--- src/rtl/mux_share_arbiter.sv ---
// -----------------------------------------------------------------------------
// mux_share_arbiter
//
// Round-robin arbiter that lends one shared mux-tree datapath (writeback/bus
// mux built from a chain of 2:1 muxes) to one of NREQ requesters at a time.
//
// Operation:
//   IDLE   : search for a request starting at the priority pointer and
//            wrapping modulo NREQ. Load the winner's index onto the select
//            lines and move to SETTLE.
//   SETTLE : hold for exactly one cycle. The select lines are stable but no
//            grant is issued, so the mux tree has a full cycle to settle.
//   OWN    : assert the one-hot grant. Stay here until the owner signals
//            done, withdraws its request, or the optional watchdog expires.
//            On exit the pointer moves to the index after the owner.
//
// Optional feature (macro ARB_TIMEOUT_EN):
//   When defined, a hold counter limits ownership to MAXHOLD cycles. Expiry
//   without inDone forces release and pulses outTimeout for one cycle.
//   When undefined, there is no counter, ownership is unlimited, and
//   outTimeout is tied low.
//
// Parameters:
//   NREQ    - number of requesters (power of two, 2..8)
//   SELW    - select width, log2(NREQ)
//   MAXHOLD - watchdog limit in OWN cycles (ARB_TIMEOUT_EN only)
//
// Ports:
//   inClk      in   clock, rising edge
//   inRst      in   asynchronous active-high reset
//   inReq      in   per-requester level request
//   inDone     in   current owner finished (sampled in OWN only)
//   outSel     out  binary select to the mux tree (current/pending owner)
//   outGnt     out  one-hot grant, zero when there is no owner
//   outBusy    out  high in SETTLE and OWN
//   outTimeout out  one-cycle pulse when the watchdog forces release
// -----------------------------------------------------------------------------
module mux_share_arbiter #(
  parameter int NREQ    = 4,
  parameter int SELW    = 2,
  parameter int MAXHOLD = 15
) (
  input  logic            inClk,
  input  logic            inRst,
  input  logic [NREQ-1:0] inReq,
  input  logic            inDone,
  output logic [SELW-1:0] outSel,
  output logic [NREQ-1:0] outGnt,
  output logic            outBusy,
  output logic            outTimeout
);

  typedef enum logic [1:0] {
    ST_IDLE   = 2'd0,
    ST_SETTLE = 2'd1,
    ST_OWN    = 2'd2
  } state_e;

  state_e          state_q;
  logic [SELW-1:0] ptr_q;
  logic [SELW-1:0] sel_q;
  logic [NREQ-1:0] gnt_q;
  logic            busy_q;

  // ---------------------------------------------------------------------------
  // Round-robin search. Offsets are scanned from the highest down to zero so
  // that the last hit (the smallest offset from ptr_q) is the one kept.
  // Adding offsets in SELW bits wraps modulo NREQ because NREQ is a power of 2.
  // ---------------------------------------------------------------------------
  logic            any_req;
  logic [SELW-1:0] pick_d;
  logic [SELW-1:0] cand;

  always_comb begin
    // NOTE: every combinational output gets a default before any condition,
    // so no path leaves a value unassigned and no latch is inferred.
    any_req = 1'b0;
    pick_d  = ptr_q;
    cand    = ptr_q;
    for (int i = NREQ - 1; i >= 0; i--) begin
      cand = ptr_q + SELW'(i);
      if (inReq[cand]) begin
        any_req = 1'b1;
        pick_d  = cand;
      end
    end
  end

  // Normal release: owner finished or dropped its request.
  logic owner_release;
  assign owner_release = inDone | ~inReq[sel_q];

  // Watchdog expiry, meaningful only while in OWN.
  logic wd_fire;

`ifdef ARB_TIMEOUT_EN
  localparam int CNTW = (MAXHOLD < 2) ? 1 : $clog2(MAXHOLD + 1);

  logic [CNTW-1:0] hold_q;
  logic [CNTW-1:0] hold_d;
  logic            timeout_q;

  // Saturating count of OWN cycles. hold_q is 0 in the first OWN cycle, so
  // hold_d reaching MAXHOLD marks the last permitted OWN cycle.
  always_comb begin
    hold_d = hold_q;
    if (hold_q != CNTW'(MAXHOLD)) begin
      hold_d = hold_q + 1'b1;
    end
  end

  assign wd_fire = (hold_d == CNTW'(MAXHOLD));

  always_ff @(posedge inClk or posedge inRst) begin
    if (inRst) begin
      hold_q    <= '0;
      timeout_q <= 1'b0;
    end else begin
      // Done in the same cycle as expiry counts as a normal release.
      timeout_q <= (state_q == ST_OWN) && wd_fire && !inDone;
      if (state_q == ST_OWN) begin
        hold_q <= hold_d;
      end else begin
        hold_q <= '0;
      end
    end
  end

  assign outTimeout = timeout_q;
`else
  assign wd_fire    = 1'b0;
  assign outTimeout = 1'b0;
`endif

  // ---------------------------------------------------------------------------
  // Arbitration FSM with registered outputs.
  // ---------------------------------------------------------------------------
  always_ff @(posedge inClk or posedge inRst) begin
    if (inRst) begin
      state_q <= ST_IDLE;
      ptr_q   <= '0;
      sel_q   <= '0;
      gnt_q   <= '0;
      busy_q  <= 1'b0;
    end else begin
      // NOTE: non-blocking assignments here so every register samples the
      // pre-edge values, independent of statement order.
      case (state_q)
        ST_IDLE: begin
          // With no request, sel_q keeps its last value.
          if (any_req) begin
            sel_q   <= pick_d;
            busy_q  <= 1'b1;
            state_q <= ST_SETTLE;
          end
        end

        ST_SETTLE: begin
          // Entered unconditionally, even if the pending requester dropped;
          // the first OWN cycle then releases it.
          gnt_q   <= NREQ'(1) << sel_q;
          state_q <= ST_OWN;
        end

        ST_OWN: begin
          if (owner_release || wd_fire) begin
            gnt_q   <= '0;
            busy_q  <= 1'b0;
            ptr_q   <= sel_q + 1'b1;
            state_q <= ST_IDLE;
          end
        end

        default: begin
          gnt_q   <= '0;
          busy_q  <= 1'b0;
          state_q <= ST_IDLE;
        end
      endcase
    end
  end

  assign outSel  = sel_q;
  assign outGnt  = gnt_q;
  assign outBusy = busy_q;

endmodule
--- config.mk ---
export PLATFORM = sky130hd
export DESIGN_NAME = mux_share_arbiter
export DESIGN_NICKNAME = d
export VERILOG_FILES = /design/src/rtl/mux_share_arbiter.sv
export SDC_FILE = /design/constraint.sdc
export NUM_CORES = 1
export LEC_CHECK = 0
export ABC_CLOCK_PERIOD_IN_PS = 2770
export CORE_MARGIN = 4
export CORE_UTILIZATION = 25
export CTS_CLUSTER_SIZE = 12
export DETAILED_ROUTE_END_ITERATION = 6
export PLACE_DENSITY_LB_ADDON = 0.3
export SKIP_LAST_GASP = 1
export SLEW_MARGIN = 0
export SYNTH_ARGS = -nofsm -noshare
export SYNTH_HDL_FRONTEND = slang
export SYNTH_SLANG_ARGS = --single-unit
--- constraint.sdc ---
create_clock -name inClk -period 2.77 [get_ports inClk]
set_clock_uncertainty 0.05 [all_clocks]
set_input_delay 0.554 -clock inClk [delete_from_list [all_inputs] [get_ports inClk]]
set_output_delay 0.554 -clock inClk [all_outputs]
set_load 0.01 [all_outputs]
**After elaboration in Yosys (flattened, before gate mapping)**

Cells that the tools add are included.

- Add/subtract/negate cells: 4
- Order comparisons: 5
- Equal/unequal tests: 4
- Shift operators: 1
- Multiplexer cells: 26
- Bitwise logic cells: 4
- Reductions and logical operators: 6

Operators by type and width:

| kind | number |
|---|---|
| $lt A2 B3 Y1 const B | 5 |
| $mux W2 | 6 |
| $pmux W4 S3 | 1 |
| $mux W1 | 11 |
| $bmux W1 S2 | 5 |
| $reduce_and A2 Y1 | 4 |
| $pmux W2 S3 | 1 |
| $add A2 B1 Y2 const B | 2 |
| $add A2 B2 Y2 const B | 2 |
| $mux W4 | 1 |
| $ne A2 B2 Y1 const B | 2 |
| $shl A1 B2 Y4 const A | 1 |
| $not A1 Y1 | 3 |
| $pmux W1 S3 | 1 |
| $reduce_and A3 Y1 | 1 |
| $eq A2 B1 Y1 const B | 1 |
| $eq A2 B2 Y1 const B | 1 |
| $logic_not A2 Y1 | 1 |
| $or A1 B1 Y1 | 1 |

- Register bits: 11
- Input bits: 7
- Output and inout bits: 8
- Word-level logic and storage cells: 55

**Longest topological paths before layout**

Gate-level depths: netlist of the first run.

- Depth after elaboration: 9
- Gate-level depth with buffers: 5
- Depth with buffers taken out: 4

**Worst setup path after synthesis of the first run**

No wires, ideal clock.

- Path type: register -> register
- From: register sel_q[0] (netlist: outSel[0])
- To: register ptr_q[1]
- Library setup time: 125 ps
- Arrival: 1,477 ps
- Data required time: 2,595 ps
- Path slack: 1,117 ps
- Cell stages (with the launch flop): 4
- Path buffers: 0
- Clock period less this slack: 1,653 ps
- Cell sequence: dfrtp_1 > mux2_2 > a221oi_4 > mux2_4

- Longest elaborated chain between the ends: 5
- Elaborated cells on any way between the ends: 6
- Those cells by class: add/sub (1); mux (2); bitwise (2); reduce/logical (1)

RTL lines:

| element | RTL line | RTL |
|---|---|---|
| start, declared | 61 | `logic [SELW-1:0] sel_q;` |
| start signal, assigned | 152 | `sel_q <= pick_d;` |
| $bmux W1 S2 | 91 | `assign owner_release = inDone \| ~inReq[sel_q];` |
| $mux W1 (implied by the code) | 91 |  |
| $not A1 Y1 | 91 |  |
| $or A1 B1 Y1 | 91 |  |
| $reduce_and A2 Y1 (no line) | n/a |  |
| end signal, assigned | 169 | `ptr_q <= sel_q + 1'b1;` |
| end, declared | 60 | `logic [SELW-1:0] ptr_q;` |

Several ways; a longest one is shown, not always the timed one. The select of a mux whose other input is x is not followed.
A chain may end at the register's enable or synchronous reset.

**Worst setup path after layout of the first run**

- From: register sel_q[0] (netlist: outSel[0])
- To: output port outSel[0]

RTL lines:

| element | RTL line | RTL |
|---|---|---|
| end, declared | 47 | `output logic [SELW-1:0] outSel,` |

No word-level cell between the ends.

==> key figures, run 1 <==
Run status
  – Outcome: complete, no violations

Routing
  – DR pass1 iterations: 4
  – DRC Markers: 0
  – Final wirelength: roughly 1.5 mm
  – Vias post-DR: about 570
  – Wirelength per Cell: approximately 13 um
  – DR iter-0 viols: 7
  – Final ANT Viol Nets: 0
  – Vias per inst: roughly 4.9

CTS
  – Num CTS Buffers: 3
  – Root Buffer: clkbuf_4
  – Post-cts resize count: 0
  – H-tree levels: 1
  – Clk_lat worst skew: approximately 0.27 ns
  – # hold bufs at CTS: 0
  – Clk buf depth: 2
  – Setup Buffers After CTS: 0
  – CTS tree: built
  – TritonCTS Sinks: 11
  – Clock slew seen by the registers of the worst setup and hold paths: approximately 0.070 ns

Cells and area
  – Final core utilization: between 30% and 40%
  – FF/Latch Area: 275 um2
  – Final Non-Filler Cells: approximately 120
  – Area of the multi-input gates: 370 um2
  – Layout area overhead: 26.1%
  – Diodes inserted: 0
  – Nets: 97
  – Share of cells above drive strength 1: approximately 8%
  – Fill cells: about 280

Yosys
  – Syn_nets: 81
  – Asr flop ratio synth: 100%
  – Average cell area after synthesis: between 9 and 10 um2
  – Syn Inst Count: 70
  – Synth top area share: around 40%
  – Synth area leaders: dfrtp_1 40%, ha_1 7.2%, mux2i_1 5.8%
  – Cell with the most instances after synthesis: dfrtp_1
  – FF+latch count, synth: 11
  – Most used DFF post-synth: dfrtp_1
  – Post-synth top cells: 11 x dfrtp_1, 10 x inv_1
  – Post-synth EDFFs: 0
  – Register area share after synthesis: 39.6%
  – Post-Syn Area: 696 um2
  – Synthesis warning total: 0
  – Netlist cell types: 26
  – Yosys top cell by area: dfrtp_1

Power
  – Comb pwr share: 48.4%
  – IR drop worst, VDD: between 0.0006 and 0.0007 V
  – Cell internal pwr: between 0.5 and 0.6 mW
  – Leak pwr: approximately 0.37 nW
  – Clock power share: about 12%
  – Overall Power: around 0.88 mW
  – Switch Pwr: between 0.3 and 0.4 mW
  – Sequential power share: 39.2%
  – Sw Share: 39.6%
  – PwrDens: around 1000 mW/mm2

Setup path
  – CP Data Arrival Time: 1.41 ns
  – CP delay by family, top: buffers and inverters
  – CP Capture Type: output port
  – Max incr delay on CP: about 0.61 ns
  – Crit path kind: flop to output port
  – CP max FO: 8
  – Crit path launch type: flop
  – Setup slack, reg-to-reg: about 1.1 ns
  – Critical path cell sequence: clkdlybuf4s50_1
  – Worst path bufs/invs: 1
  – Worst EP required: around 2.2 ns
  – CP max-delay cell: clkdlybuf4s50_1

Place
  – IO Port Bufs: 13
  – Post-placement cell count: approximately 110
  – Post-DP HPWL: around 1.1 mm
  – Pre-CTS WS: 0.595 ns
  – Gpl congestion: around 0.9

Floorplan
  – Die Y: 60.8 um
  – FP Rows: 18
  – Initial core utilization: a little over a quarter
  – Die ar.: 0.00369 mm2
  – Die width: 60.8 um
  – Core ar.: 0.00257 mm2
  – Top Ports: 15

Flow run
  – Max cap viols: 0

GRT
  – Met2 GRT Util: 13.3%
  – First-pass GRT wire length: roughly 2.6 mm
  – Vias in the first global route: 607
  – GRT Overall Usage: 9.39%
  – Busiest grt layer: met2
  – Initial antenna violation count: 0
  – Met3 Usage GRT: 4.47%
  – Total grt overflow: 0
  – Pin count of the biggest net entering global routing: 12
  – Grt met1 use: about an eighth

Timing
  – Final Cycle Share: ~73%
  – Final Hold Vio Count: 0
  – Final setup TNS: 0 ns
  – Max Transition Viols Final: 0
  – Final setup viols: 0
  – Crit path time final: 2.01 ns
  – Fmax: between 400 and 500 MHz
  – PnR worst setup slack: between 0.7 and 0.8 ns
  – RSZ-0062 raised after global routing: no

Min path
  – Hold/Removal Path Class: flop to flop
## cell families after synthesis
logic type | Yosys count | synth area share (%)
AOI/OAI and AO/OA | 15 | 17.1
adders and majority gates | 4 | 7.19
buffers and inverters | 12 | 7.19
DFF | 11 | 39.6
muxes | 7 | 11.7
other | 1 | 0.539
and+or+nand+nor | 20 | 16.7
## stage by stage
stage               instance area (um2)  hold WS [ns]
detailed placement                  851         0.505
finish                              877         0.509
floorplan                           696         0.356
CTS                                 877         0.515
global placement                    851         0.497
global route                        877         0.535
## layer usage
| metal | wire (um) | up-vias |
|---|---|---|
| met2 | 683 | 21 |
| met1 | 677 | 268 |
| met5 | 0 | - |
| met4 | 25 | 0 |
| met3 | 90 | 4 |
| li1 | - | 273 |
## cells in the final DEF, fill, tap and decap left out, drive strengths merged, types with 4 or more instances in the layout
cell,netlist,routed
clkdlybuf4s50,0,13
dfrtp,11,11
inv,10,10
nor2b,4,4
mux2i,4,4
o22ai,4,4
o21ai,4,4
ha,4,4
clkbuf,0,4
## power by group through the flow
| stage | registers [mW] | logic (mW) | clock network [mW] |
|---|---|---|---|
| finish | 0.345 | 0.425 | 0.109 |
| global route | 0.361 | 0.471 | 0.122 |
| CTS | 0.347 | 0.430 | 0.114 |
| detailed placement | 0.350 | 0.426 | 0 |
| global placement | 0.347 | 0.420 | 0 |
| floorplan | 0.322 | 0.286 | 0 |
## state kept, by name, indices dropped and copies added, names as in the netlist
signal   count
outGnt       4
outBusy      1
outSel       2
ptr_q        2
state_q      2
## final timing paths
path / startpoint / end / depth (start not counted)
min reg2reg: outBusy$_DFFE_PP0P_ / outBusy$_DFFE_PP0P_ / 1
min: outBusy$_DFFE_PP0P_ / outBusy$_DFFE_PP0P_ / 1
min in group asynchronous: inRst / ptr_q[1]$_DFFE_PP0P_ / 2
max in group asynchronous: inRst / outGnt[0]$_DFFE_PP0P_ / 2
max reg2reg: outSel[0]$_DFFE_PP0P_ / ptr_q[1]$_DFFE_PP0P_ / 3
max: outSel[0]$_DFFE_PP0P_ / outSel[0] / 1
## area by class of cell
type / count / share of cell area [%]
multi-input combinational: 47 / 42.2
sequential: 11 / 31.4
timing repair buffer: 13 / 14.8
inverter: 10 / 4.28
tap: 30 / 4.28
clock buffer: 4 / 3.00
Power figures use the tool's default switching activity.
==> run 2: changes to the inputs <==
--- a/config.mk
+++ b/config.mk
@@ -5,7 +5,7 @@
 export SDC_FILE = /design/constraint.sdc
 export NUM_CORES = 1
 export LEC_CHECK = 0
-export ABC_CLOCK_PERIOD_IN_PS = 2770
+export ABC_CLOCK_PERIOD_IN_PS = 1650
 export CORE_MARGIN = 4
 export CORE_UTILIZATION = 25
 export CTS_CLUSTER_SIZE = 12
==> constraint.sdc (replaced) <==
create_clock -name inClk -period 1.65 [get_ports inClk]
set_clock_uncertainty 0.05 [all_clocks]
set_input_delay 0.33 -clock inClk [delete_from_list [all_inputs] [get_ports inClk]]
set_output_delay 0.33 -clock inClk [all_outputs]
set_load 0.01 [all_outputs]
==> key figures, run 2 (same netlist as run 1, synthesis figures left out) <==
Routing
  – DRC Markers: 0 (unchanged)
  – Vias per inst: 4.71 (-4.4%)
  – DR iter-0 viols: 14 (+7)
  – DR pass1 iterations: 3 (-1)
  – Wirelength per Cell: 13.1 um (+2.1%)
  – Final wirelength: 1.65 mm (+12%)
  – Vias post-DR: 593 (+4.8%)
  – Final ANT Viol Nets: 0 (unchanged)

Setup path
  – RR Startpoint: outSel[0]$_DFFE_PP0P_
  – Worst EP required: 1.76 ns (-0.41 ns)
  – Crit path launch type: primary input
  – Worst Setup EP: ptr_q[1]$_DFFE_PP0P_
  – CP startpoint: inReq[3]
  – CP Capture Type: flop
  – CP max FO: 3 (-5)
  – Crit path kind: primary input to flop
  – CP Data Arrival Time: 1.69 ns (+0.28 ns)
  – Worst-case reg-to-reg path depth: 3 (unchanged)
  – RR Endpoint: ptr_q[1]$_DFFE_PP0P_
  – Setup slack, reg-to-reg: 0.08 ns (-0.97 ns)

GRT
  – Met2 GRT Util: 18.6% (+5.3 points)
  – Total grt overflow: 0 (unchanged)
  – Busiest grt layer: met2
  – First-pass GRT wire length: 2.94 mm (+15%)
  – Met3 Usage GRT: 3.40% (-1.1 points)
  – Grt met1 use: 13.3% (+1.2 points)
  – Initial antenna violation count: 0 (unchanged)
  – GRT Overall Usage: 11.2% (+1.9 points)
  – Pin count of the biggest net entering global routing: 12 (unchanged)
  – Vias in the first global route: 653 (+7.6%)

Floorplan
  – FP Rows: 18 (unchanged)
  – Die ar.: 0.00369 mm2 (unchanged)
  – Core ar.: 0.00257 mm2 (unchanged)
  – Top Ports: 15 (unchanged)
  – Die width: 60.8 um (unchanged)
  – Initial core utilization: 27.1% (unchanged)
  – Die Y: 60.8 um (unchanged)

Timing
  – Hold slack final: 0.298 ns (-0.211 ns)
  – Max Transition Viols Final: 0 (unchanged)
  – Crit path time final: 1.58 ns
  – PnR worst setup slack: 0.0675 ns (-0.691 ns)
  – Final Cycle Share: 95.9%
  – Final setup TNS: 0 ns (unchanged)
  – Final Hold Vio Count: 0 (unchanged)
  – Fmax: around 630 MHz
  – Final setup viols: 0 (unchanged)
  – RSZ-0062 raised after global routing: no

Cells and area
  – FF/Latch Area: 278 um2 (+0.91%)
  – Final Non-Filler Cells: 126 (+9.6%)
  – Area of the multi-input gates: 370 um2 (unchanged)
  – Final core utilization: 37.5% (+3.4 points)
  – Most frequent cells in the layout: 11 x clkdlybuf4s50_1, 11 x buf_4, 10 x inv_1
  – Final instance area: 963 um2 (+9.8%)
  – Fill cells: 283 (+0.35%)
  – Layout area overhead: 38.5%
  – Nets: 108 (+11%)
  – Diodes inserted: 0 (unchanged)
  – Largest register FFs: 4 (unchanged)
  – Share of cells above drive strength 1: 20.8% (+13 points)

Place
  – Pre-CTS WS: -0.264 ns (-0.860 ns)
  – Gpl congestion: 0.813 (-7.9%)
  – IO Port Bufs: 13 (unchanged)
  – Post-placement cell count: 121 (+9.0%)
  – DP Area: 927 um2 (+9.0%)
  – Post-DP HPWL: 1.30 mm (+17%)

Power
  – PwrDens: 1650 mW/mm2 (+65%)
  – IR drop worst, VDD: 0.000774 V (+20%)
  – Overall Power: 1.59 mW (+81%)
  – Leak pwr: 0.436 nW (+17%)

CTS
  – Clk_lat worst skew: 0.27 ns (about the same)
  – # hold bufs at CTS: 0 (unchanged)
  – Clk buf depth: 2 (unchanged)
  – CTS tree: built
  – Clock slew seen by the registers of the worst setup and hold paths: 0.07 ns (about the same)
  – TritonCTS Sinks: 11 (unchanged)
  – Root Buffer: clkbuf_4
  – H-tree levels: 1 (unchanged)
  – Num CTS Buffers: 3 (unchanged)

Run status
  – Outcome: complete, no violations

Min path
  – Hold/Removal Path Class: primary input to async pin

Flow run
  – Max cap viols: 0 (unchanged)
run 2: cell types whose count changed in the layout (fill, tap and decap cells not counted), sizes merged:
cell	before	now
dlygate4sd2	0	1
clkdlybuf4s50	13	11
dlymetal6s2s	0	1
buf	0	11
run 2: how the worst min path moves through the flow:
stage                          endpoint           startpoint  cells after the start  slack, ns
finish              outBusy$_DFFE_PP0P_                inRst                      2       0.30
global route        outBusy$_DFFE_PP0P_                inRst                      2       0.35
CTS                 outBusy$_DFFE_PP0P_                inRst                      2       0.31
detailed placement  outBusy$_DFFE_PP0P_  outBusy$_DFFE_PP0P_                      1       0.49
global placement    outBusy$_DFFE_PP0P_  outBusy$_DFFE_PP0P_                      1       0.49
floorplan           outBusy$_DFFE_PP0P_                inRst                      1       0.13
run 2: area by class of cell:
type | instances | share of cell area, %
clock buffers | 4 | 2.73
inverters | 10 | 3.90
multi-input cells | 47 | 38.4
flip-flops and latches | 11 | 28.8
well taps | 30 | 3.90
repair buffers | 24 | 22.2
run 2: repair_timing:
action / CTS / global route
pin swaps: 0 / 1
setup endpoints to repair: 2 / 1
gates resized for setup: 2 / 1
setup buffers: 1 / 0
run 2: worst max-delay path, cell delays in order:
cell,delay (ns)
clkdlybuf4s50_1,0.42
mux2_4,0.30
a221oi_4,0.32
mux2_4,0.32
run 2: routing by layer:
layer / vias up / share of wire, % / routed length, um
li1: 293 / - / -
met1: 280 / 45 / 737
met2: 16 / 48 / 799
met3: 4 / 4.7 / 78
met4: 0 / 2.2 / 36
met5: - / 0 / 0
run 2: power breakdown:
part / total [mW] / leakage, nW / switching, mW / internal [mW]
logic: 0.884 / 0.286 / 0.395 / 0.488
clock network: 0.185 / 0.0150 / 0.0916 / 0.0936
registers: 0.523 / 0.135 / 0.125 / 0.398
total: 1.59 / 0.436 / 0.612 / 0.980
